--- config.mk ---
export PLATFORM = sky130hd
export DESIGN_NAME = clk_div_gen
export DESIGN_NICKNAME = d
export VERILOG_FILES = /design/src/rtl/clk_div_pkg.sv /design/src/rtl/clk_div_ch.sv /design/src/rtl/clk_div_gen.sv
export SDC_FILE = /design/constraint.sdc
export NUM_CORES = 1
export LEC_CHECK = 0
export ABC_AREA = 1
export CORE_MARGIN = 1
export CORE_UTILIZATION = 45
export CTS_CLUSTER_SIZE = 28
export DETAILED_ROUTE_END_ITERATION = 8
export HOLD_SLACK_MARGIN = 0.12
export PLACE_DENSITY = 0.69
export SLEW_MARGIN = 30
export SYNTH_ARGS = -nofsm -noshare
export SYNTH_HDL_FRONTEND = slang
export SYNTH_SLANG_ARGS = --single-unit
--- constraint.sdc ---
create_clock -name clk_in -period 4.82 [get_ports clk_in]
set_input_delay 0.723 -clock clk_in [delete_from_list [all_inputs] [get_ports clk_in]]
set_output_delay 0.723 -clock clk_in [all_outputs]
set_load 0.005 [all_outputs]
--- src/rtl/clk_div_pkg.sv ---
// Shared types and helpers for the programmable clock divider.
// Provides the channel state enum, the minimum divisor and the high-phase length function.
package clk_div_pkg;

    typedef enum logic [1:0] {
        IDLE  = 2'd0,
        RUN   = 2'd1,
        DRAIN = 2'd2
    } ch_state_e;

    localparam int unsigned MIN_DIV = 2;

    // High phase is ceil(d/2) so odd divisors spend the extra cycle high.
    function automatic int unsigned high_cycles(input int unsigned d);
        return d - (d >> 1);
    endfunction

endpackage

--- src/rtl/clk_div_ch.sv ---
// One divider channel: run/drain FSM, period counter, shadowed divisor and
// registered divided clock with rise/fall strobes.
module clk_div_ch
    import clk_div_pkg::*;
#(
    parameter int unsigned CNT_W   = 8,
    parameter int unsigned DEF_DIV = 5
) (
    input  logic             clk_in,
    input  logic             reset,
    input  logic             tick,
    input  logic             ch_en,
    input  logic             sync,
    input  logic             cfg_load,
    input  logic [CNT_W-1:0] cfg_div,
    output logic             div_out,
    output logic             rise_stb,
    output logic             fall_stb,
    output logic             cfg_pend
);

    ch_state_e        state;
    logic [CNT_W-1:0] cnt;
    logic [CNT_W-1:0] d_act;
    logic [CNT_W-1:0] d_pend;
    logic [CNT_W-1:0] d_eff;
    logic [CNT_W-1:0] d_last;
    logic [CNT_W-1:0] h_cnt;
    logic [CNT_W-1:0] d_pend_nxt;
    logic             active;
    logic             wrap;
    logic             apply;

    always_comb begin
        d_eff      = (d_act < CNT_W'(MIN_DIV)) ? CNT_W'(MIN_DIV) : d_act;
        d_last     = d_eff - CNT_W'(1);
        h_cnt      = CNT_W'(high_cycles(32'(d_eff)));
        active     = (state != IDLE);
        wrap       = active && tick && (cnt == d_last);
        // Divisor swaps only at a period boundary, a sync, or while stopped.
        apply      = !active || (active && sync) || wrap;
        d_pend_nxt = cfg_load ? cfg_div : d_pend;
    end

    always_ff @(posedge clk_in) begin
        if (reset) begin
            state    <= IDLE;
            cnt      <= '0;
            d_act    <= CNT_W'(DEF_DIV);
            d_pend   <= CNT_W'(DEF_DIV);
            div_out  <= 1'b0;
            rise_stb <= 1'b0;
            fall_stb <= 1'b0;
            cfg_pend <= 1'b0;
        end else begin
            d_pend   <= d_pend_nxt;
            cfg_pend <= (cfg_load || cfg_pend) && !apply;
            if (apply) begin
                d_act <= d_pend_nxt;
            end
            rise_stb <= 1'b0;
            fall_stb <= 1'b0;

            unique case (state)
                IDLE: begin
                    cnt     <= '0;
                    div_out <= 1'b0;
                    if (ch_en) begin
                        state <= RUN;
                    end
                end
                RUN, DRAIN: begin
                    state <= ch_en ? RUN : DRAIN;
                    if (sync) begin
                        cnt     <= '0;
                        div_out <= 1'b0;
                    end else if (tick) begin
                        div_out  <= (cnt < h_cnt);
                        rise_stb <= (cnt == '0);
                        fall_stb <= (cnt == h_cnt);
                        cnt      <= wrap ? '0 : cnt + CNT_W'(1);
                        if (wrap && (state == DRAIN) && !ch_en) begin
                            state   <= IDLE;
                            div_out <= 1'b0;
                        end
                    end
                end
                default: state <= IDLE;
            endcase
        end
    end

endmodule

--- src/rtl/clk_div_gen.sv ---
// Multi-channel programmable clock divider: slices the divisor bus and
// selects each channel's tick source (free-running or upstream rise strobe).
module clk_div_gen
    import clk_div_pkg::*;
#(
    parameter int unsigned       NUM_CH  = 2,
    parameter int unsigned       CNT_W   = 8,
    parameter int unsigned       DEF_DIV = 5,
    parameter logic [NUM_CH-1:0] CASCADE = 2'b10
) (
    input  logic                    clk_in,
    input  logic                    reset,
    input  logic [NUM_CH*CNT_W-1:0] div_cfg,
    input  logic                    cfg_load,
    input  logic [NUM_CH-1:0]       ch_en,
    input  logic                    sync,
    output logic [NUM_CH-1:0]       div_out,
    output logic [NUM_CH-1:0]       rise_stb,
    output logic [NUM_CH-1:0]       fall_stb,
    output logic [NUM_CH-1:0]       cfg_pend
);

    logic [NUM_CH-1:0] tick;

    for (genvar k = 0; k < NUM_CH; k++) begin : g_ch
        if (k == 0) begin : g_first
            assign tick[k] = 1'b1;
        end else begin : g_chain
            assign tick[k] = CASCADE[k] ? rise_stb[k-1] : 1'b1;
        end

        clk_div_ch #(
            .CNT_W   (CNT_W),
            .DEF_DIV (DEF_DIV)
        ) u_ch (
            .clk_in   (clk_in),
            .reset    (reset),
            .tick     (tick[k]),
            .ch_en    (ch_en[k]),
            .sync     (sync),
            .cfg_load (cfg_load),
            .cfg_div  (div_cfg[k*CNT_W +: CNT_W]),
            .div_out  (div_out[k]),
            .rise_stb (rise_stb[k]),
            .fall_stb (fall_stb[k]),
            .cfg_pend (cfg_pend[k])
        );
    end

endmodule
# --- After elaboration in Yosys (flattened, before gate mapping) ---
# Index checks and enable logic that the tools add are counted.
word_totals:
  regBits: 60
  latch_bits: 0
  ramBits: 0
  mem_bits_ro: 0
  inputBits: 22
  out_inout_bits: 8
  wordCells: 105
  mem_count: 0
classes:
  add_sub_neg: 6
  multipliers: 0
  n_div: 0
  magnitude_cmp: 4
  eq_ne: 11
  shifts: 0
  muxes: 29
  n_bitwise: 3
  reduce_logical: 36
ops:
  columns: ["op", "count"]
  rows:
  - ["2-to-1 mux 8 bit", 9]
  - ["equality test 8 bit", 4]
  - ["case mux 8 bit (2 select lines)", 2]
  - ["2-to-1 mux 2 bit", 9]
  - ["adder 8 x 1 -> 8 bit, second input constant", 2]
  - ["logical NOT 8 bit", 2]
  - ["< comparator 8 x 2 -> 1 bit, second input constant", 2]
  - ["< comparator 8 bit", 2]
  - ["subtractor 8 x 1 -> 8 bit, second input constant", 2]
  - ["subtractor 8 x 7 -> 8 bit", 2]
  - ["logical AND 1 bit", 11]
  - ["case mux 2 bit (2 select lines)", 2]
  - ["nonzero test 2 bit", 4]
  - ["logical NOT 1 bit", 6]
  - ["logical OR 1 bit", 6]
  - ["2-to-1 mux 1 bit", 5]
  - ["equality test 2 x 1 -> 1 bit, second input constant", 2]
  - ["equality test 2 bit, second input constant", 2]
  - ["logical NOT 2 bit", 2]
  - ["!= test 2 bit, second input constant", 2]
  - ["case mux 1 bit (2 select lines)", 2]
  - ["OR reduction 2 bit", 2]
  - ["OR reduction 4 bit", 1]
  - ["!= test 3 bit, second input constant", 1]
  - ["3 further kinds", 5]

# --- Depth between registers and ports, before layout ---
# Gate-level depths: netlist (run 1).
logic_depth:
  depth_word: 11
  ltp_mapped: 23
  depth_no_buf: 23

# --- By module ---
# A second synthesis (run 1) with hierarchy kept.
unflattened:
  hier_cells: 623
  area_unflattened_um2: 4493.1
modules_own_cells:
  columns: ["module", "instances", "cells_each", "area_each_um2", "seq_area_each_um2"]
  rows:
  - ["clk_div_ch at g_ch[1].u_ch", 1, 309, 2259.7, 600.6]
  - ["clk_div_ch at g_ch[0].u_ch", 1, 313, 2229.6, 600.6]
  - ["clk_div_gen", 1, 1, 3.8, 0.0]

# --- Least setup slack after synthesis (run 1) ---
# No wires, ideal clock.
synth_path:
  path_kind: "flip-flop to flip-flop"
  from: "register g_ch[1].u_ch.d_act[6]"
  to: "register g_ch[1].u_ch.div_out"
  t_arrival_ns: 2.837
  setup_slack_ns: 1.913
  path_stages_with_launch: 22
  path_buffers: 0
  cell_sequence: "dfxtp_1 -> inv_1 -> ha_1 -> inv_1 -> nor2_2 -> nand3_4 -> nand2_4 -> ha_1 -> fa_1 -> nor2_1 -> o21ai_0 -> nand2_1 -> nand2_1 -> a21oi_1 -> nor2_1 -> xor2_1 -> ha_1 -> nand2_1 -> nor2_1 -> nor4_1 -> nand2_1 -> a21oi_1"
synth_between:
  elab_chain_len: 11
synth_rtl:
  columns: ["item", "line_no", "source"]
  rows:
  - ["from (decl)", "clk_div_ch.sv:24", "logic [CNT_W-1:0] d_act;"]
  - ["from (signal assigned)", "clk_div_ch.sv:49", "d_act <= CNT_W'(DEF_DIV);"]
  - ["from (signal assigned)", "clk_div_ch.sv:59", "d_act <= d_pend_nxt;"]
  - ["< comparator 8 x 2 -> 1 bit", "clk_div_ch.sv:35", "d_eff = (d_act < CNT_W'(MIN_DIV)) ? CNT_W'(MIN_DIV) : d_act;"]
  - ["2-to-1 mux 8 bit (*)", "clk_div_ch.sv:35", null]
  - ["branches (longest 5 deep; another with subtractor 8 x 7 -> 8 bit)", null, null]
  - ["2-to-1 mux 1 bit (*)", "clk_div_ch.sv:82", "if (wrap && (state == DRAIN) && !ch_en) begin"]
  - ["2-to-1 mux 1 bit (*)", "clk_div_ch.sv:77", "end else if (tick) begin"]
  - ["2-to-1 mux 1 bit (*)", "clk_div_ch.sv:74", "if (sync) begin"]
  - ["case mux 1 bit (2 select lines) (*)", "clk_div_ch.sv:64", "unique case (state)"]
  - ["to (signal assigned)", "clk_div_ch.sv:78", "div_out <= (cnt < h_cnt);"]
  - ["to (decl)", "clk_div_ch.sv:16", "output logic div_out,"]
# Mark *: on every way between the ends. The select of a mux whose other input is x is not followed.
# A chain may end at the register's enable or synchronous reset.

# --- Worst setup path in the final report (run 1) ---
layout_path:
  from: "register g_ch[0].u_ch.d_act[7]"
  to: "register g_ch[0].u_ch.div_out"
layout_between:
  elab_chain_len: 10
layout_rtl:
  columns: ["item", "line_no"]
  rows:
  - ["from (decl)", "clk_div_ch.sv:24"]
  - ["from (signal assigned)", "clk_div_ch.sv:49"]
  - ["from (signal assigned)", "clk_div_ch.sv:59"]
  - ["< comparator 8 x 2 -> 1 bit", "clk_div_ch.sv:35"]
  - ["2-to-1 mux 8 bit (*)", "clk_div_ch.sv:35"]
  - ["branches (longest 5 deep; another with subtractor 8 x 7 -> 8 bit)", null]
  - ["2-to-1 mux 1 bit (*)", "clk_div_ch.sv:82"]
  - ["2-to-1 mux 1 bit (*)", "clk_div_ch.sv:74"]
  - ["case mux 1 bit (2 select lines) (*)", "clk_div_ch.sv:64"]
  - ["to (signal assigned)", "clk_div_ch.sv:78"]
  - ["to (decl)", "clk_div_ch.sv:16"]
# Mark *: on every way between the ends.

==> results of run 1 <==
==> metrics by stage <==
stage	worst slack [ns]	total power, mW	area, um^2
after floorplan	1.91	0.870	4670
after global placement	1.76	0.955	4930
after detailed placement	1.68	0.966	4930
after CTS	1.66	1.49	5150
after global routing	1.33	1.57	5150
final	1.66	1.48	5150
==> cell type report <==
| cell class | instances | area share (%) |
|---|---|---|
| Clock buffer | 9 | 2.41 |
| Clock inverter | 7 | 1.92 |
| Inverter | 81 | 5.90 |
| Multi-Input combinational cell | 464 | 57.5 |
| Sequential cell | 60 | 23.3 |
| Tap cell | 133 | 3.23 |
| Timing Repair Buffer | 30 | 5.69 |
==> critical path: cells and delay by family (launching register included) <==
family                   cells  cell delay [ns]
AND/OR/NAND/NOR             11             0.94
XOR/XNOR                     1             0.14
buffers and inverters        2             0.19
adder cells (fa/ha/maj)      4             1.12
AO/OA/AOI/OAI                3             0.31
flip-flops                   1             0.38
==> synth_stat cells, types with 2 or more instances <==
library cell,count,area share [%]
nor3_2,2,0.43
xnor2_1,9,1.7
nand2_4,7,1.7
nand2_2,12,1.6
clkbuf_1,12,0.96
nor2_2,5,0.67
nand3b_1,8,1.3
xor2_1,16,3.0
nand4_1,20,2.7
ha_1,58,16
a221oi_1,2,0.38
a21oi_1,36,3.9
o211ai_1,3,0.48
dfxtp_1,60,26
buf_4,8,1.3
inv_1,79,6.3
nand3_2,2,0.43
a21boi_0,5,0.80
nor2_1,55,4.4
nand3_1,40,4.3
nor3_1,7,0.75
mux2i_1,12,2.6
o21bai_1,2,0.32
nand3_4,3,1.1
buf_6,4,0.96
nor2_4,4,0.96
nor4_1,5,0.67
fa_1,2,0.86
o21ai_0,16,1.7
nand2_1,128,10
buf_2,3,0.32
inv_2,2,0.16
==> state kept, by name (all words and copies together) (netlist names) <==
signal              count
g_ch.u_ch.state         4
g_ch.u_ch.rise_stb      2
g_ch.u_ch.d_act        16
g_ch.u_ch.div_out       2
g_ch.u_ch.d_pend       16
g_ch.u_ch.cfg_pend      2
g_ch.u_ch.fall_stb      2
g_ch.u_ch.cnt          16
==> layout by cell type (no fill, tap or decap), drive strengths merged <==
master and n:
nand2 147, inv 82, nor2 64, dfxtp 60
ha 58, nand3 45, a21oi 37, clkdlybuf4s50 28
nand4 20, o21ai 17, xor2 16, mux2i 12
xnor2 9, clkbuf 9, nand3b 9, nor3 9
a21boi 6, nor4 5, o211ai 3, clkinv 3
o21bai 2, a221oi 2, fa 2, bufinv 2
buf 2, a21o 1, clkinvlp 1
==> kinds of logic (layout without fill, tap and decap cells) <==
logic type | after synthesis | after routing | synth area share [%]
mux | 12 | 12 | 2.57
fa+ha+maj | 60 | 60 | 16.4
flops | 60 | 60 | 25.7
simple gates | 299 | 299 | 31.5
buf+inv | 112 | 127 | 10.8
compound gates | 68 | 68 | 8.25
xor+xnor | 25 | 25 | 4.69
==> power by group through the flow <==
stage / sequential, mW / clock, mW / combinational, mW
6_report: 0.541 / 0.525 / 0.415
5_1_grt: 0.544 / 0.556 / 0.473
4_1_cts: 0.541 / 0.535 / 0.416
3_5_place_dp: 0.553 / 0 / 0.413
3_3_place_gp: 0.552 / 0 / 0.403
2_1_floorplan: 0.545 / 0 / 0.325
==> how the worst max path moves through the flow <==
stage	cells after the start	slack [ns]	start	endpoint
2_1_floorplan	21	1.91	g_ch[1].u_ch.d_act[6]$_SDFFE_PP0N_	g_ch[1].u_ch.div_out$_SDFFE_PP0P_
3_3_place_gp	21	1.76	g_ch[1].u_ch.d_act[6]$_SDFFE_PP0N_	g_ch[1].u_ch.div_out$_SDFFE_PP0P_
3_5_place_dp	21	1.68	g_ch[0].u_ch.d_act[7]$_SDFFE_PP0N_	g_ch[0].u_ch.div_out$_SDFFE_PP0P_
4_1_cts	21	1.66	g_ch[0].u_ch.d_act[6]$_SDFFE_PP0N_	g_ch[0].u_ch.div_out$_SDFFE_PP0P_
5_1_grt	21	1.33	g_ch[0].u_ch.d_act[6]$_SDFFE_PP0N_	g_ch[0].u_ch.div_out$_SDFFE_PP0P_
6_report	21	1.66	g_ch[0].u_ch.d_act[7]$_SDFFE_PP0N_	g_ch[0].u_ch.div_out$_SDFFE_PP0P_
==> routing by layer <==
metal / vias to the layer above / GRT usage [%]
met5: - / 0
met4: 0 / 7.35
met3: 17 / 3.82
met2: 89 / 33.1
met1: 1833 / 28.1
li1: 2071 / -
==> impl_metrics.tcl, run 1 <==
set metrics [dict create \
    wl_met1_um 5210 \
    wl_met2_um 4810 \
    rr_endpoint "g_ch[0].u_ch.div_out$_SDFFE_PP0P_" \
    fin_tns_setup_ns 0 \
    multi_input_area_um2 2960 \
    min_period_ns 3.16 \
    leakagePower_nw 2.35 \
    swShare_pct 34.0 \
    cts_tree "done" \
    syn_to_final_growth_pct 10.3 \
    ctsResizeCount 0 \
    vias_per_cell 5.11 \
    synth-main-ff-cell "dfxtp_1" \
    avgSynthCellArea_um2 7.34 \
    io_buffers 29 \
    final_nets 728 \
    cp_common_cell "nand2_1" \
    met3WireLength_um 433 \
    globalplace.congestion 0.895 \
    grt_overflow 0 \
    pin_count 30 \
    cts_buffers 9 \
    worstReg2RegStart "g_ch[0].u_ch.d_act[7]$_SDFFE_PP0N_" \
    worstPathRequired_ns 5.11 \
    drive_gt1_share_pct 8.91 \
    vias 4010 \
    pwr-share-seq_pct 36.5 \
    worstHoldStart "g_ch[0].u_ch.d_pend[2]$_SDFF_PP1_" \
    maxCapViolCount 0 \
    first_pass_iters 5 \
    clock_sinks 60 \
    post-cts-setup-buffers 0 \
    root_buffer "clkbuf_8" \
    p_sw_mw 0.504 \
    critPathMaxFanout 7 \
    synth_edf_count 0 \
    ff2ff_path_depth 21 \
    top_layer "met4" \
    relSlewSlack_pct 47.7 \
    netlist_area_um2 4670 \
    core_area_um2 9910 \
    fmaxAchievable_ghz 0.316 \
    fin_worst_skew_ns 0.0128 \
    yosysUniqueCellTypes 41 \
    ctsHoldBuffers 0 \
    grt_pass1_vias 3890 \
    antenna_cells 0 \
    ys_ff_latch 60 \
    clock_latency_ns 0.35 \
    drc 0 \
    hold_path.class "flop to flop" \
    nFillCells 979 \
    crit_path_top_delay_cell "fa_1" \
    worstPathCellList "inv_1, ha_1, inv_1, nor2_4, nand3_4, nand2_4, ha_1, fa_1, nor2_1, o21ai_0, nand2_1, nand2_1, a21oi_1, nor2_1, xor2_1, ha_1, nand2_1, nor2_1, nor3_1, nand2_1, a21oi_1" \
    route.detailed.wl_per_inst_um 13.6 \
    start_util_pct 47.1 \
    crit_type "flop to flop" \
    hold_viol_final 0 \
    wirelength_um 10600 \
    fp.dieW_um 104 \
    grt_pass1_wl_um 18200 \
    syn_nets 718 \
    grt_max_degree 35 \
    yosysWarningCount 0 \
    drtAntennaViolNets 0 \
    rows 36 \
    synthArstFlopShare_pct 0 \
    cp.arrival_ns 3.45 \
    antenna_found_initial 0 \
    whs_ns 0.457 \
    whs_endpoint "g_ch[0].u_ch.d_pend[2]$_SDFF_PP1_" \
    stdcell_count 784 \
    seq_area_um2 1200 \
    clk_pin_slew_worst_paths_ns 0.08 \
    finalMaxSlewViolations 0 \
    fin_crit_sh_pct 65.6 \
    slowest_delay_ns 0.41 \
    internal_power_mw 0.977 \
    rrSetupSlack_ns 1.66 \
    cts_max_level 3 \
    rsz0062_at_grt "false" \
    worstMarginPinSlew_ns 0.781 \
    crit_path_end_kind "flop" \
    pwr_density_cell_nw_per_um2 288 \
    setup_viol 0 \
    design.die.area_um2 10800 \
    status "finished clean" \
    holdPathStages 2 \
    critPathLaunchType "flop" \
    dp.cells 768 \
    dp_hpwl_um 8140 \
    synthCells 636 \
    post-route-util_pct 52.0 \
    seq_area_frac_synth_pct 25.7 \
    ir_drop_uv 133 \
    p_comb_share_pct 28.0 \
    clock_tree.buffer_depth 2 \
    grt.total_usage_pct 20.8 \
    clkPwrFrac_pct 35.4 \
    dieHeight_um 104 \
    dr.first_iter.drc_count 164 \
]
Note: power is estimated with default switching activity, not from simulation.
==> run 2: changes to the inputs <==
--- a/config.mk
+++ b/config.mk
@@ -11,7 +11,7 @@
 export CTS_CLUSTER_SIZE = 28
 export DETAILED_ROUTE_END_ITERATION = 8
 export HOLD_SLACK_MARGIN = 0.12
-export PLACE_DENSITY = 0.69
+export PLACE_DENSITY = 0.72
 export SLEW_MARGIN = 30
 export SYNTH_ARGS = -nofsm -noshare
 export SYNTH_HDL_FRONTEND = slang
==> constraint.sdc (replaced) <==
create_clock -name clk_in -period 2.7 [get_ports clk_in]
set_input_delay 0.405 -clock clk_in [delete_from_list [all_inputs] [get_ports clk_in]]
set_output_delay 0.405 -clock clk_in [all_outputs]
set_load 0.005 [all_outputs]
==> run 2 against run 1 <==
Against the previous run: the flow now finishes with violations (setup timing); total power is 81% higher; combinational power is 140% higher; via count is 8.3% higher; critical path depth stayed put; clock power is 43% higher; design area is 13% higher; utilization is 6.7 points higher; non-clock buffer count is 56 higher; fmax is 11% higher; register-to-register slack worse by 1.8 ns; sequential share of layout area is 2.6 points lower.
==> impl_metrics.tcl, run 2 (synthesized netlist as in run 1, its figures left out) <==
set metrics [dict create \
    wirelength_um 11700 \
    cts_buffers 9 \
    worstMarginPinSlew_ns 0.465 \
    final_cell_mix "nand2_1, inv_1, dfxtp_1" \
    crit_buf_inv 2 \
    dieHeight_um 104 \
    dr.first_iter.drc_count 186 \
    clkPwrFrac_pct 28.0 \
    start_util_pct 47.1 \
    pwr-share-seq_pct 35.5 \
    crit_cells 21 \
    final_area_um2 5810 \
    pwr_density_cell_nw_per_um2 461 \
    rr_endpoint "g_ch[1].u_ch.div_out$_SDFFE_PP0P_" \
    dp_slack_ns -0.194 \
    final_common_cell "nand2_1" \
    crit_path_end_kind "flop" \
    fp.dieW_um 104 \
    drc 0 \
    setup_viol 2 \
    internal_power_mw 1.70 \
    first_pass_iters 4 \
    nFillCells 892 \
    critPathLaunchType "flop" \
    pin_count 30 \
    rrSetupSlack_ns -0.14 \
    clock_latency_ns 0.36 \
    cp.arrival_ns 3.13 \
    core_area_um2 9910 \
    ctsHoldBuffers 0 \
    post-route-util_pct 58.7 \
    worstSetupEndpoint "g_ch[1].u_ch.div_out$_SDFFE_PP0P_" \
    drtAntennaViolNets 0 \
    finalMaxSlewViolations 0 \
    power.total_mw 2.68 \
    vias_per_cell 5.14 \
    clk_pin_slew_worst_paths_ns 0.08 \
    crit_type "flop to flop" \
    worstPathRequired_ns 2.99 \
    antenna_cells 0 \
    globalplace.congestion 0.859 \
    grt_pass1_vias 4124 \
    grt_overflow 0 \
    finalWorstSetupSlack_ns -0.143 \
    hold_path.class "flop to flop" \
    rows 36 \
    grt.total_usage_pct 21.3 \
    syn_to_final_growth_pct 24.5 \
    status "finished with violations" \
    relSlewSlack_pct 68.9 \
    crit_path_start "g_ch[1].u_ch.d_act[6]$_SDFFE_PP0N_" \
    io_buffers 29 \
    design.die.area_um2 10800 \
    clock_sinks 60 \
    worstReg2RegStart "g_ch[1].u_ch.d_act[6]$_SDFFE_PP0N_" \
    leakagePower_nw 2.63 \
    final_nets 788 \
    dp_hpwl_um 8550 \
    grt_max_degree 34 \
    swShare_pct 36.8 \
    ff2ff_path_depth 21 \
    worstPathCellList "inv_2, ha_4, inv_2, nor2_4, nand3_4, nand2_4, ha_4, fa_2, nor2_1, o21ai_1, nand2_1, nand2_1, a21oi_1, nor2_1, xor2_1, ha_1, nand2_1, nor2_1, nor4_1, nand2_1, a21oi_2" \
    p_sw_mw 0.987 \
    grt_pass1_wl_um 18800 \
    maxCapViolCount 0 \
    critPathMaxFanout 4 \
    cts_tree "done" \
    ir_drop_uv 301 \
    place_area_um2 5300 \
    vias 4342 \
    root_buffer "clkbuf_8" \
    top_regs "g_ch.u_ch.cnt (16), g_ch.u_ch.d_act (16), g_ch.u_ch.d_pend (16)" \
    cts_max_level 3 \
    fmaxAchievable_ghz 0.352 \
    min_period_ns 2.84 \
    hold_viol_final 0 \
    slowest_delay_ns 0.34 \
    p_comb_share_pct 36.5 \
    fin_tns_setup_ns -0.207 \
    route.detailed.wl_per_inst_um 13.9 \
    rsz0062_at_grt "true" \
    antenna_found_initial 0 \
    clock_tree.buffer_depth 2 \
    cp_common_cell "nand2_1" \
    path_delay_family "adder cells" \
    violations "setup timing" \
    crit_path_top_delay_cell "dfxtp_2" \
    fin_crit_sh_pct 105 \
    drive_gt1_share_pct 22.4 \
    fin_worst_skew_ns 0.0140 \
]
[run 2: changes by cell type in the layout (fill, tap and decap cells not counted), moves of 4 or more]
cell / before / now
buf_4: 1 / 52
nand2_1: 128 / 117
inv_1: 79 / 70
nand2_2: 12 / 20
inv_2: 2 / 9
ha_1: 58 / 52
ha_4: 0 / 5
dfxtp_1: 60 / 56
dfxtp_2: 0 / 4
nand2_8: 0 / 4
[run 2: per-layer routing]
metal,global-route usage [%],part of all wire [%],vias to the layer above
met5,0,0,-
met4,8.16,2.1,0
met2,35.9,48,107
met1,26.5,46,2017
met3,4.89,4.6,27
li1,-,-,2191
[run 2: worst min-delay path by stage]
stage | slack (ns) | cells after the start | endpoint | from
finish | 0.46 | 2 | g_ch[0].u_ch.d_pend[2]$_SDFF_PP1_ | g_ch[0].u_ch.d_pend[2]$_SDFF_PP1_
CTS | 0.46 | 2 | g_ch[0].u_ch.d_pend[2]$_SDFF_PP1_ | g_ch[0].u_ch.d_pend[2]$_SDFF_PP1_
global route | 0.50 | 2 | g_ch[0].u_ch.d_pend[0]$_SDFF_PP1_ | g_ch[0].u_ch.d_pend[0]$_SDFF_PP1_
detailed placement | 0.44 | 2 | g_ch[0].u_ch.d_pend[2]$_SDFF_PP1_ | g_ch[0].u_ch.d_pend[2]$_SDFF_PP1_
floorplan | 0.42 | 2 | g_ch[0].u_ch.d_pend[0]$_SDFF_PP1_ | g_ch[0].u_ch.d_pend[0]$_SDFF_PP1_
global placement | 0.43 | 2 | g_ch[0].u_ch.d_pend[0]$_SDFF_PP1_ | g_ch[0].u_ch.d_pend[0]$_SDFF_PP1_
[run 2: cell type report]
| cell class | instances | area (um^2) | share of cell area [%] |
|---|---|---|---|
| clock inverter | 7 | 51.3 | 0.882 |
| timing repair buffer | 86 | 754 | 13.0 |
| tap | 133 | 166 | 2.86 |
| clock buffer | 9 | 124 | 2.13 |
| inverter | 81 | 309 | 5.32 |
| multi-input combinational | 468 | 3200 | 55.1 |
| sequential | 60 | 1210 | 20.7 |
[run 2: power groups by stage]
stage	Clock [mW]	Sequential, mW	Combinational, mW
6_report	0.751	0.953	0.978
4_1_cts	0.759	0.954	0.903
3_5_place_dp	0	0.973	0.865
2_1_floorplan	0	0.973	0.593
3_3_place_gp	0	0.971	0.836
5_1_grt	0.807	0.958	1.09
[run 2: what timing repair did]
item,CTS,global route
gates resized for setup,21,29
setup buffers,4,9
pin swaps,2,17
cloned,0,4
setup endpoints to repair,16,20
[run 2: worst reg2reg max path: cells and delay by family, from the launching register on]
family	cells	cell delay [ns]
adder cells (fa/ha/maj)	4	0.96
AND/OR/NAND/NOR	11	0.95
flip-flops	1	0.34
AO/OA/AOI/OAI	3	0.30
XOR/XNOR	1	0.14
buffers and inverters	2	0.11
[run 2: stage by stage]
stage | hold WS [ns] | instances
after floorplan | 0.424 | 636
after global placement | 0.434 | 811
after detailed placement | 0.441 | 811
after CTS | 0.459 | 831
after global routing | 0.499 | 844
final | 0.459 | 844
==> run 3: changes to the inputs <==
--- a/config.mk
+++ b/config.mk
@@ -6,7 +6,6 @@
 export NUM_CORES = 1
 export LEC_CHECK = 0
 export ABC_AREA = 1
-export CORE_MARGIN = 1
 export CORE_UTILIZATION = 45
 export CTS_CLUSTER_SIZE = 28
 export DETAILED_ROUTE_END_ITERATION = 8
==> results of run 3 <==
No change in the layout: final DEF, timing and power equal those of run 2.
